`config.mk`:
```
export PLATFORM = sky130hd
export DESIGN_NAME = cache_mem_ctrl
export DESIGN_NICKNAME = d
export VERILOG_FILES = /design/src/rtl/cpu_types_pkg.sv /design/src/rtl/mem_arb_guard.sv /design/src/rtl/cache_mem_ctrl.sv
export SDC_FILE = /design/constraint.sdc
export NUM_CORES = 1
export LEC_CHECK = 0
export ABC_CLOCK_PERIOD_IN_PS = 6700
export CORE_AREA = 2 2 104 106
export CTS_CLUSTER_SIZE = 25
export DETAILED_ROUTE_END_ITERATION = 8
export DIE_AREA = 0 0 106 108
export PLACE_DENSITY = 0.66
export SYNTH_ARGS = -nofsm -noshare
export SYNTH_HDL_FRONTEND = slang
export SYNTH_SLANG_ARGS = --single-unit
export TNS_END_PERCENT = 1
```
`constraint.sdc`:
```
create_clock -name CLK -period 6.7 [get_ports CLK]
set_clock_uncertainty 0.1 [all_clocks]
set_input_delay 1.34 -clock CLK [delete_from_list [all_inputs] [get_ports CLK]]
set_output_delay 1.34 -clock CLK [all_outputs]
set_load 0.02 [all_outputs]
```
`src/rtl/cpu_types_pkg.sv`:
```
// Shared types for the cache/memory side: RAM handshake state,
// data word and the memory controller FSM encoding.
package cpu_types_pkg;

    typedef logic [31:0] word_t;

    typedef enum logic [1:0] {
        FREE   = 2'd0,
        BUSY   = 2'd1,
        ACCESS = 2'd2,
        ERROR  = 2'd3
    } ramstate_t;

    typedef enum logic [1:0] {
        IDLE  = 2'd0,
        DSERV = 2'd1,
        ISERV = 2'd2
    } memctrl_state_t;

    localparam int unsigned STARVE_MAX_DEF  = 8;
    localparam int unsigned TIMEOUT_MAX_DEF = 64;

    function automatic logic is_serving(memctrl_state_t s);
        return s != IDLE;
    endfunction

endpackage

```
`src/rtl/mem_arb_guard.sv`:
```
// Starvation and timeout counters for cache_mem_ctrl.
// Ports: CLK, nRST, iREN, state, next_state, ramstate in; force_i, tmo_hit out.
module mem_arb_guard
    import cpu_types_pkg::*;
#(
    parameter int unsigned STARVE_MAX  = STARVE_MAX_DEF,
    parameter int unsigned TIMEOUT_MAX = TIMEOUT_MAX_DEF
) (
    input  logic           CLK,
    input  logic           nRST,
    input  logic           iREN,
    input  memctrl_state_t state,
    input  memctrl_state_t next_state,
    input  ramstate_t      ramstate,
    output logic           force_i,
    output logic           tmo_hit
);

    localparam int SW = $clog2(STARVE_MAX + 1);
    localparam int TW = $clog2(TIMEOUT_MAX + 1);

    logic [SW-1:0] r_starve;
    logic [TW-1:0] r_tmo;
    logic          w_stall;
    logic          w_i_entry;

    assign w_stall   = is_serving(state) && (ramstate != ACCESS);
    assign w_i_entry = (next_state == ISERV) && (state != ISERV);
    assign force_i   = iREN && (r_starve >= SW'(STARVE_MAX));
    // Fires on the last stalled cycle so the abort lands on the
    // TIMEOUT_MAX-th edge spent waiting.
    assign tmo_hit   = w_stall && (r_tmo == TW'(TIMEOUT_MAX - 1));

    always_ff @(posedge CLK or negedge nRST) begin
        if (!nRST) begin
            r_starve <= '0;
        end else if (!iREN || w_i_entry) begin
            r_starve <= '0;
        end else if (state != ISERV && r_starve < SW'(STARVE_MAX)) begin
            r_starve <= r_starve + 1'b1;
        end
    end

    always_ff @(posedge CLK or negedge nRST) begin
        if (!nRST) begin
            r_tmo <= '0;
        end else if (next_state != state) begin
            r_tmo <= '0;
        end else if (w_stall) begin
            r_tmo <= r_tmo + 1'b1;
        end
    end

endmodule

```
`src/rtl/cache_mem_ctrl.sv`:
```
// Memory-side arbiter between icache and dcache driving one RAM port.
// Ports: cache req/resp (iREN/iaddr/iwait/iload, dREN/dWEN/daddr/dstore/
// dwait/dload), RAM (ramREN/ramWEN/ramaddr/ramstore/ramload/ramstate),
// sticky mem_err; iacc_cnt/dacc_cnt with CACHE_MEM_CTRL_STATS_EN.
module cache_mem_ctrl
    import cpu_types_pkg::*;
#(
    parameter int unsigned STARVE_MAX  = STARVE_MAX_DEF,
    parameter int unsigned TIMEOUT_MAX = TIMEOUT_MAX_DEF
) (
    input  logic      CLK,
    input  logic      nRST,
    input  logic      iREN,
    input  word_t     iaddr,
    output logic      iwait,
    output word_t     iload,
    input  logic      dREN,
    input  logic      dWEN,
    input  word_t     daddr,
    input  word_t     dstore,
    output logic      dwait,
    output word_t     dload,
    output logic      ramREN,
    output logic      ramWEN,
    output word_t     ramaddr,
    output word_t     ramstore,
    input  word_t     ramload,
    input  ramstate_t ramstate,
    output logic      mem_err
`ifdef CACHE_MEM_CTRL_STATS_EN
    ,
    output word_t     iacc_cnt,
    output word_t     dacc_cnt
`endif
);

    memctrl_state_t r_state;
    memctrl_state_t w_next;
    logic           r_mem_err;
    logic           w_err_set;
    logic           w_dreq;
    logic           w_force_i;
    logic           w_tmo_hit;
    logic           w_idone;
    logic           w_ddone;

    assign w_dreq  = dREN | dWEN;
    assign mem_err = r_mem_err;

    mem_arb_guard #(
        .STARVE_MAX  (STARVE_MAX),
        .TIMEOUT_MAX (TIMEOUT_MAX)
    ) u_guard (
        .CLK        (CLK),
        .nRST       (nRST),
        .iREN       (iREN),
        .state      (r_state),
        .next_state (w_next),
        .ramstate   (ramstate),
        .force_i    (w_force_i),
        .tmo_hit    (w_tmo_hit)
    );

    always_ff @(posedge CLK or negedge nRST) begin
        if (!nRST) begin
            r_state   <= IDLE;
            r_mem_err <= 1'b0;
        end else begin
            r_state   <= w_next;
            r_mem_err <= r_mem_err | w_err_set;
        end
    end

    // A withdrawn request is checked first so it never completes,
    // even if the RAM reports ACCESS in the same cycle.
    always_comb begin
        w_next    = r_state;
        iwait     = 1'b1;
        dwait     = 1'b1;
        iload     = '0;
        dload     = '0;
        ramREN    = 1'b0;
        ramWEN    = 1'b0;
        ramaddr   = '0;
        ramstore  = '0;
        w_err_set = 1'b0;
        w_idone   = 1'b0;
        w_ddone   = 1'b0;
        unique case (r_state)
            IDLE: begin
                if (w_dreq && !w_force_i) begin
                    w_next = DSERV;
                end else if (iREN) begin
                    w_next = ISERV;
                end
            end
            DSERV: begin
                ramaddr  = daddr;
                ramstore = dstore;
                ramWEN   = dWEN;
                ramREN   = dREN & ~dWEN;
                if (!w_dreq) begin
                    w_next = IDLE;
                end else if (ramstate == ERROR) begin
                    w_err_set = 1'b1;
                    w_next    = IDLE;
                end else if (ramstate == ACCESS) begin
                    dwait   = 1'b0;
                    dload   = ramload;
                    w_ddone = 1'b1;
                    w_next  = IDLE;
                end else if (w_tmo_hit) begin
                    w_err_set = 1'b1;
                    w_next    = IDLE;
                end
            end
            ISERV: begin
                ramaddr = iaddr;
                ramREN  = iREN;
                if (!iREN) begin
                    w_next = IDLE;
                end else if (ramstate == ERROR) begin
                    w_err_set = 1'b1;
                    w_next    = IDLE;
                end else if (ramstate == ACCESS) begin
                    iwait   = 1'b0;
                    iload   = ramload;
                    w_idone = 1'b1;
                    w_next  = IDLE;
                end else if (w_tmo_hit) begin
                    w_err_set = 1'b1;
                    w_next    = IDLE;
                end
            end
            default: w_next = IDLE;
        endcase
    end

`ifdef CACHE_MEM_CTRL_STATS_EN
    word_t r_iacc;
    word_t r_dacc;

    assign iacc_cnt = r_iacc;
    assign dacc_cnt = r_dacc;

    always_ff @(posedge CLK or negedge nRST) begin
        if (!nRST) begin
            r_iacc <= '0;
            r_dacc <= '0;
        end else begin
            if (w_idone) r_iacc <= r_iacc + 32'd1;
            if (w_ddone) r_dacc <= r_dacc + 32'd1;
        end
    end
`endif

endmodule

```
==> results of run 1 <==
[critical path, delay by kind of cell]
| kind | cells | cell delay (ns) |
|---|---|---|
| AND/OR/NAND/NOR | 3 | 0.45 |
| buffers and inverters | 3 | 1.58 |
[registers in the layout, summed over array words and instances, names as in the netlist]
register,cells
r_state,2
mem_err,1
u_guard.r_tmo,7
u_guard.r_starve,4
[layout make-up]
| cell class | instances | area (um2) |
|---|---|---|
| inverter | 8 | 30.03 |
| sequential | 14 | 350.3 |
| tap | 136 | 170.2 |
| timing repair buffer | 271 | 2703 |
| clock buffer | 4 | 55.05 |
| multi-input combinational | 243 | 1624 |
| fill | 972 | 5299 |
[layout by cell type (no fill, tap or decap), types with 2 or more instances in the layout]
| master | n |
|---|---|
| xnor2_1 | 3 |
| nor2b_1 | 33 |
| xor2_1 | 4 |
| nand3_1 | 2 |
| ha_1 | 6 |
| buf_4 | 4 |
| o21ai_0 | 6 |
| nor2_1 | 13 |
| clkbuf_8 | 4 |
| inv_1 | 8 |
| a22oi_1 | 33 |
| a21oi_1 | 4 |
| clkdlybuf4s50_1 | 267 |
| nor3_1 | 3 |
| and3_1 | 4 |
| nand4_1 | 4 |
| nand2b_1 | 3 |
| nand2_1 | 5 |
| o21bai_1 | 2 |
| dfrtp_1 | 14 |
| and2_1 | 100 |
[power breakdown]
group / switching (mW) / total, mW / internal (mW)
logic: 0.460 / 0.905 / 0.445
registers: 0.0177 / 0.115 / 0.0974
clock network: 0.0312 / 0.0833 / 0.0521
[final timing paths]
| check | endpoint | slack [ns] |
|---|---|---|
| worst min-delay path | mem_err | 0.38 |
| worst max register to register | u_guard.r_starve[3] | 4.15 |
| max in group asynchronous | u_guard.r_tmo[5] | 4.69 |
| worst min register to register | mem_err | 0.38 |
| min in group asynchronous | u_guard.r_tmo[4] | 1.39 |
| worst max-delay path | iload[3] | 1.88 |
[metal layers]
metal	track usage, %	part of all wire, %	up-vias
met2	30.97	52	131
met4	1.598	0.82	0
met3	4.219	8.0	8
met5	0	0	-
li1	-	-	1479
met1	19.66	39	1316
[cells by family (layout without fill, tap and decap cells)]
group | after synthesis | count (layout)
AOI/OAI and AO/OA | 56 | 56
buffers and inverters | 30 | 283
muxes | 1 | 1
DFF | 14 | 14
xor gates and xnor gates | 7 | 7
adders and majority gates | 7 | 7
and+or+nand+nor | 172 | 172
[stage by stage]
| step | setup WS (ns) | utilization, % | instance area, um2 | hold WS, ns | cells |
|---|---|---|---|---|---|
| after floorplan | 3.022 | - | 2090 | 0.4192 | 287 |
| after global placement | 1.903 | 47.67 | 4877 | 0.3545 | 672 |
| after detailed placement | 1.876 | 47.67 | 4877 | 0.3593 | 672 |
| after CTS | 1.869 | 48.21 | 4932 | 0.3742 | 676 |
| after global routing | 1.689 | 48.21 | 4932 | 0.3990 | 676 |
| final | 1.877 | 48.21 | 4932 | 0.3762 | 676 |
==> results.yml, run 1 <==
critical_path:
  startpoint: "iREN"
  crit_required_ns: 5.26
  max_stage_delay_ns: 0.69
  crit_top_cell: "clkdlybuf4s50_1"
  crit_type: "in2out"
  cp_cell_sequence: "clkdlybuf4s50_1, nand2_2, nor2_1, buf_4, and2_1, clkdlybuf4s50_1"
  cp_max_fo: 33
  worst_r2r_path_depth: 8
  rr_startpoint: "r_state[0]"
  cp-start-kind: "input pin"
  cp.arrival_ns: 3.38
  end_kind: "primary output"
  critPathSlowestCell: "clkdlybuf4s50_1"
synthesis:
  yosysTopAreaCell: "and2_1"
  synth_nets: 429
  ys.flop_type: "dfrtp_1"
  synth_area_mm2: 0.002090
  synth_compound_area_share_pct: 20.54
  async_flop_share_pct: 100.0
  synth_edf_count: 0
  synth_top_family_by_area: "simple AND/OR/NAND/NOR gates"
  seq_area_frac_synth_pct: 16.77
  synth_area_leaders: "and2_1, dfrtp_1, a22oi_1, nor2b_1, ha_1"
  yosys.area_share.xor_xnor_pct: 2.934
  synth-simple-area-share_pct: 49.46
  synth_seq_cells: 14
  syn_area_per_cell_um2: 7.281
  yosys.area_share.adder_pct: 4.192
  synth_commonest_cells: "and2_1, a22oi_1, nor2b_1"
  synth.area.mux_share_pct: 0.4790
  yosys.area.top_type_share_pct: 29.94
  synth_cells: 287
  yosysMostFrequentCell: "and2_1"
  synth_cell_types: 39
  synth_warnings: 0
floorplan:
  rows: 37
  die_area_mm2: 0.01145
  fp.dieW_um: 106
  core_mm2: 0.01023
  die_h_um: 108
  top_level_ports: 268
  initial_core_util_pct: 20.42
cts:
  holdBufCountCts: 0
  cts_resized: 0
  cts_buffer_depth: 2
  cts_tree: "built"
  clk_pin_slew_ns: 0.06
  cts_setup_buffers: 0
  htreeDepth: 1
  cts_buffers: 3
  clock_sinks: 14
  clk_latency_ns: 0.25
  cts_root_buf: "clkbuf_8"
finish:
  num_antenna_cells: 0
  synthToLayoutAreaGrowth_pct: 136.0
  nets: 683
  drive_gt1_share_pct: 2.222
pwr:
  cellLeakagePower_nw: 1.861
  power_mw: 1.103
  vdd_drop_max_mv: 0.1689
  power_density_mw_per_mm2: 223.6
global_routing:
  first_global_vias: 2927
  antenna_found_initial: 0
  grt.overflow.total: 0
  grt_pass1_wl_mm: 15.49
  gr-usage-all-layers_pct: 16.52
  grt_max_degree: 67
timing:
  drv_slew: 0
  setup_viol: 0
  period_share_pct: 71.99
  rsz0062_at_grt: "no"
  finalHoldViolations: 0
  fmax_ghz: 0.2073
  final.min_clock_period_ns: 4.823
  relSlewSlack_pct: 43.88
  setup_tns_ns: 0
  worst_pin_slew_ns: 0.8418
outcome:
  outcome: "finished, final reports clean"
hold_path:
  min_path_cells: 1
  worstHoldStart: "mem_err"
  min_path_type: "reg2reg"
placement:
  place_congestion: 0.8248
  io_buffers: 267
  dp_hpwl_mm: 8.368
detailed_routing:
  wire_per_inst_um: 15.32
  drt.antenna.violating_nets: 0
  first_pass_iters: 4
  drt-initial-drc-count: 253
  drt_wl_total_mm: 10.35
  vias: 2934
  avgViaCountPerCell: 4.340
  drc_errors: 0
run:
  maxCapViolations: 0
Power figures use the tool's default switching activity.
==> run 2: changes to the inputs <==
- ABC_CLOCK_PERIOD_IN_PS: 6700 -> 4100
- CORE_AREA: 2 2 104 106 -> 2 2 102 104
- DIE_AREA: 0 0 106 108 -> 0 0 104 106
- PLACE_DENSITY: 0.66 -> 0.71
- clock period: 6.7 -> 4.1 ns (I/O delays scaled with it)
==> run 2 against run 1 <==
  * Sequential share of layout area barely moved
  * Setup slack got worse by 1.5 ns
  * Routed wire length shrank 0.75%
  * Combinational power rose by 66%
  * Die area shrank 3.7%
  * Total power increased by 65%
  * Worst hold slack got worse by 0.0044 ns
  * Non-clock buffer count is 1 higher
  * First-iteration DRC count is 13% lower
  * Sequential power is 63% higher
  * Flip-flop and latch count stayed put
  * Final cell count rose by 0.15%
==> results.yml, run 2 (same netlist as run 1, synthesis figures left out) <==
placement:
  io_buffers: 267
  dp_hpwl_mm: 8.457
  place_congestion: 0.9221
  dp_cells: 673
  post_dp_cell_area_mm2: 0.004897
global_routing:
  gr-usage-all-layers_pct: 17.12
  grt_max_degree: 46
  grt.overflow.total: 0
  antenna_found_initial: 0
  first_global_vias: 2859
  grt_pass1_wl_mm: 15.48
pwr:
  cellLeakagePower_nw: 1.871
  power_density_mw_per_mm2: 368.0
  vdd_drop_max_mv: 0.2004
finish:
  num_antenna_cells: 0
  fin_area_mm2: 0.004952
  final_cell_mix: "clkdlybuf4s50_1, and2_1, a22oi_1, nor2b_1, dfrtp_1"
  drive_gt1_share_pct: 2.403
  layout.cells.non_filler: 677
  multi_input_comb_area_mm2: 0.001624
  nets: 684
  nFillCells: 992
  largest_reg_flops: 7
  final_common_cell: "clkdlybuf4s50_1"
  register_area_um2: 350.3
  synthToLayoutAreaGrowth_pct: 137.0
  regMostFlops: "u_guard.r_tmo"
  top_regs: "u_guard.r_tmo: 7 flops, u_guard.r_starve: 4 flops, r_state: 2 flops"
timing:
  drv_slew: 0
  setup_viol: 0
  finalHoldViolations: 0
  relSlewSlack_pct: 57.45
  period_share_pct: 91.80
  setup_tns_ns: 0
  worst_pin_slew_ns: 0.6363
  final.min_clock_period_ns: 3.764
  fmax_ghz: 0.2657
  rsz0062_at_grt: "no"
critical_path:
  rrSetupSlack_ns: 1.47
  crit_type: "in2out"
  end_kind: "primary output"
  cp_max_fo: 33
  cp-start-kind: "input pin"
  crit_required_ns: 3.18
  cp.arrival_ns: 2.84
cts:
  holdBufCountCts: 0
  cts_tree: "built"
  cts_setup_buffers: 0
  clk_pin_slew_ns: 0.06
  cts_root_buf: "clkbuf_8"
  htreeDepth: 1
  clock_sinks: 14
  cts_resized: 0
  clk_latency_ns: 0.25
  cts_buffer_depth: 2
  cts_buffers: 3
detailed_routing:
  first_pass_iters: 4
  drt-initial-drc-count: 219
  drt.antenna.violating_nets: 0
  drt_wl_total_mm: 10.28
  vias: 2971
  avgViaCountPerCell: 4.388
  wire_per_inst_um: 15.18
  drc_errors: 0
floorplan:
  top_level_ports: 268
  initial_core_util_pct: 20.90
  rows: 37
  core_mm2: 0.01000
  die_area_mm2: 0.01102
  die_h_um: 106
  fp.dieW_um: 104
hold_path:
  min_path_type: "reg2reg"
run:
  maxCapViolations: 0
outcome:
  outcome: "finished, final reports clean"
-- run 2: where the power goes --
group          switching [mW]  internal [mW]
logic                   0.752          0.746
clock network          0.0515         0.0852
registers              0.0285          0.159
total                   0.832          0.990
-- run 2: metal layers --
layer	part of all wire [%]	vias up	routed length (um)	global-route usage [%]
met1	41	1359	4223	20.34
met3	6.4	8	654	4.108
li1	-	1479	-	-
met5	0	-	0	0
met4	0.92	0	95	2.510
met2	52	125	5302	31.81
-- run 2: area by class of cell --
type                       instances  share of cell area (%)
clock buffer                       4                   1.112
inverter                           8                  0.6064
multi-input combinational        243                   32.79
sequential                        14                   7.074
tap                              136                   3.436
timing repair buffer             272                   54.98
-- run 2: worst max-delay path: stages --
cell and delay [ns]:
clkdlybuf4s50_1 0.66, nand2_2 0.15, nor2_1 0.12, buf_4 0.27, and2_1 0.17, clkdlybuf4s50_1 0.64
-- run 2: metrics by stage --
stage	power [mW]	util (%)	setup WS [ns]	hold WS, ns
2_1_floorplan	0.9978	-	1.427	0.4192
3_3_place_gp	1.679	48.97	0.3492	0.3566
3_5_place_dp	1.697	48.97	0.3480	0.3617
4_1_cts	1.840	49.52	0.3495	0.3780
5_1_grt	1.937	49.52	0.1601	0.4250
6_report	1.822	49.52	0.3362	0.3718
-- run 2: path summary, 6_finish.rpt --
path,start,endpoint,depth (start not counted)
min,mem_err,mem_err,1
max,iREN,iload[22],6
min reg2reg,mem_err,mem_err,1
max in group asynchronous,nRST,r_state[1],1
min in group asynchronous,nRST,u_guard.r_tmo[6],1
max reg2reg,r_state[1],u_guard.r_starve[3],7
==> run 3: changes to the inputs <==
==> constraint.sdc (replaced) <==
create_clock -name CLK -period 4.1 [get_ports CLK]
set_clock_uncertainty 0.1 [all_clocks]
set_input_delay 0.41 -clock CLK [delete_from_list [all_inputs] [get_ports CLK]]
set_output_delay 0.41 -clock CLK [all_outputs]
set_load 0.02 [all_outputs]
==> run 3 against run 2 <==
  * Routed wire length down 1.9%
  * Total power shrank 0.82%
  * Utilization is 0.13 points lower
  * Die area stayed put
  * Global-route usage fell by 0.24 points
  * Clock-buffer cell count is the same
  * Via count is 0.30% higher
  * Critical path type is now reg2out
==> results.yml, run 3 (same netlist as run 1, synthesis figures left out) <==
global_routing:
  antenna_found_initial: 0
  grt.overflow.total: 0
  grt_max_degree: 38
  gr-usage-all-layers_pct: 16.87
  grt_pass1_wl_mm: 15.50
  first_global_vias: 2912
pwr:
  power_density_mw_per_mm2: 365.9
  cellLeakagePower_nw: 1.866
  vdd_drop_max_mv: 0.1504
finish:
  final_common_cell: "clkdlybuf4s50_1"
  final_cell_mix: "clkdlybuf4s50_1, and2_1, a22oi_1, nor2b_1, dfrtp_1"
  regMostFlops: "u_guard.r_tmo"
  top_regs: "u_guard.r_tmo: 7 flops, u_guard.r_starve: 4 flops, r_state: 2 flops"
  largest_reg_flops: 7
  synthToLayoutAreaGrowth_pct: 136.4
  register_area_um2: 350.3
  drive_gt1_share_pct: 2.403
  nFillCells: 953
  num_antenna_cells: 0
  multi_input_comb_area_mm2: 0.001624
  nets: 684
  fin_area_mm2: 0.004940
critical_path:
  cp.arrival_ns: 2.72
  end_kind: "primary output"
  worst_r2r_path_depth: 8
  cp-start-kind: "register"
  crit_type: "reg2out"
  cp_max_fo: 37
  crit_required_ns: 3.59
cts:
  htreeDepth: 1
  clk_pin_slew_ns: 0.06
  clock_sinks: 14
  holdBufCountCts: 0
  cts_buffer_depth: 2
  cts_tree: "built"
  cts_setup_buffers: 0
  cts_buffers: 3
  cts_root_buf: "clkbuf_8"
  cts_resized: 0
  clk_latency_ns: 0.24
floorplan:
  die_h_um: 106
  rows: 37
  initial_core_util_pct: 20.90
  top_level_ports: 268
  core_mm2: 0.01000
  die_area_mm2: 0.01102
  fp.dieW_um: 104
detailed_routing:
  drt.antenna.violating_nets: 0
  vias: 2980
  first_pass_iters: 4
  wire_per_inst_um: 14.88
  drt_wl_total_mm: 10.08
  avgViaCountPerCell: 4.402
  drc_errors: 0
  drt-initial-drc-count: 232
timing:
  drv_slew: 0
  final.min_clock_period_ns: 3.227
  setup_tns_ns: 0
  relSlewSlack_pct: 44.51
  worst_pin_slew_ns: 0.8323
  rsz0062_at_grt: "no"
  setup_viol: 0
  period_share_pct: 78.70
  finalHoldViolations: 0
  fmax_ghz: 0.3099
placement:
  io_buffers: 267
  dp_hpwl_mm: 8.352
  place_congestion: 0.8790
  post_dp_cell_area_mm2: 0.004885
hold_path:
  min_path_cells: 1
  min_path_type: "reg2reg"
run:
  maxCapViolations: 0
outcome:
  outcome: "finished, final reports clean"
==> run 3: cell count changes in the layout (fill, tap and decap cells not counted) <==
cell	delta
buf_4	+1
buf_12	-1
==> run 3: worst max-delay path, cell delays in order, from the launching register on <==
cell and delay [ns]:
dfrtp_1 0.47, inv_1 0.14, ha_1 0.15, buf_4 0.35, nand2_2 0.15, nor2_1 0.13, buf_4 0.28, and2_1 0.17
clkdlybuf4s50_1 0.63
==> run 3: worst paths after layout <==
kind | from | to | slack [ns]
min in group asynchronous | nRST | u_guard.r_tmo[2] | 0.47
max in group asynchronous | nRST | u_guard.r_tmo[6] | 3.00
min | mem_err | mem_err | 0.37
min reg2reg | mem_err | mem_err | 0.37
max | r_state[0] | iload[8] | 0.87
max reg2reg | r_state[0] | u_guard.r_starve[3] | 1.59
==> run 3: cell type report <==
type / count / area share [%]
sequential: 14 / 7.092
timing repair buffer: 272 / 54.86
multi-input combinational: 243 / 32.88
clock buffer: 4 / 1.114
tap: 136 / 3.445
inverter: 8 / 0.6079
==> run 3: metrics by stage <==
step,cells,power [mW],hold slack (ns),setup WS [ns],util [%]
3_5_place_dp,673,1.684,0.3596,1.113,48.85
5_1_grt,677,1.925,0.4247,0.6517,49.40
3_3_place_gp,673,1.663,0.3570,1.176,48.85
2_1_floorplan,287,0.9978,0.01441,1.837,-
4_1_cts,677,1.827,0.3774,0.8387,49.40
6_report,677,1.807,0.3748,0.8733,49.40
==> run 3: layer usage <==
metal	routed length (um)	global-route usage (%)
met5	0	0
met4	127	2.027
met3	670	4.108
met2	5155	31.16
met1	4122	20.37
==> run 3: report_power, final <==
part	total (mW)	internal, mW	switching [mW]
Clock	0.135	0.0850	0.0496
Combinational	1.49	0.735	0.750
Sequential	0.188	0.159	0.0284
Total	1.81	0.979	0.828
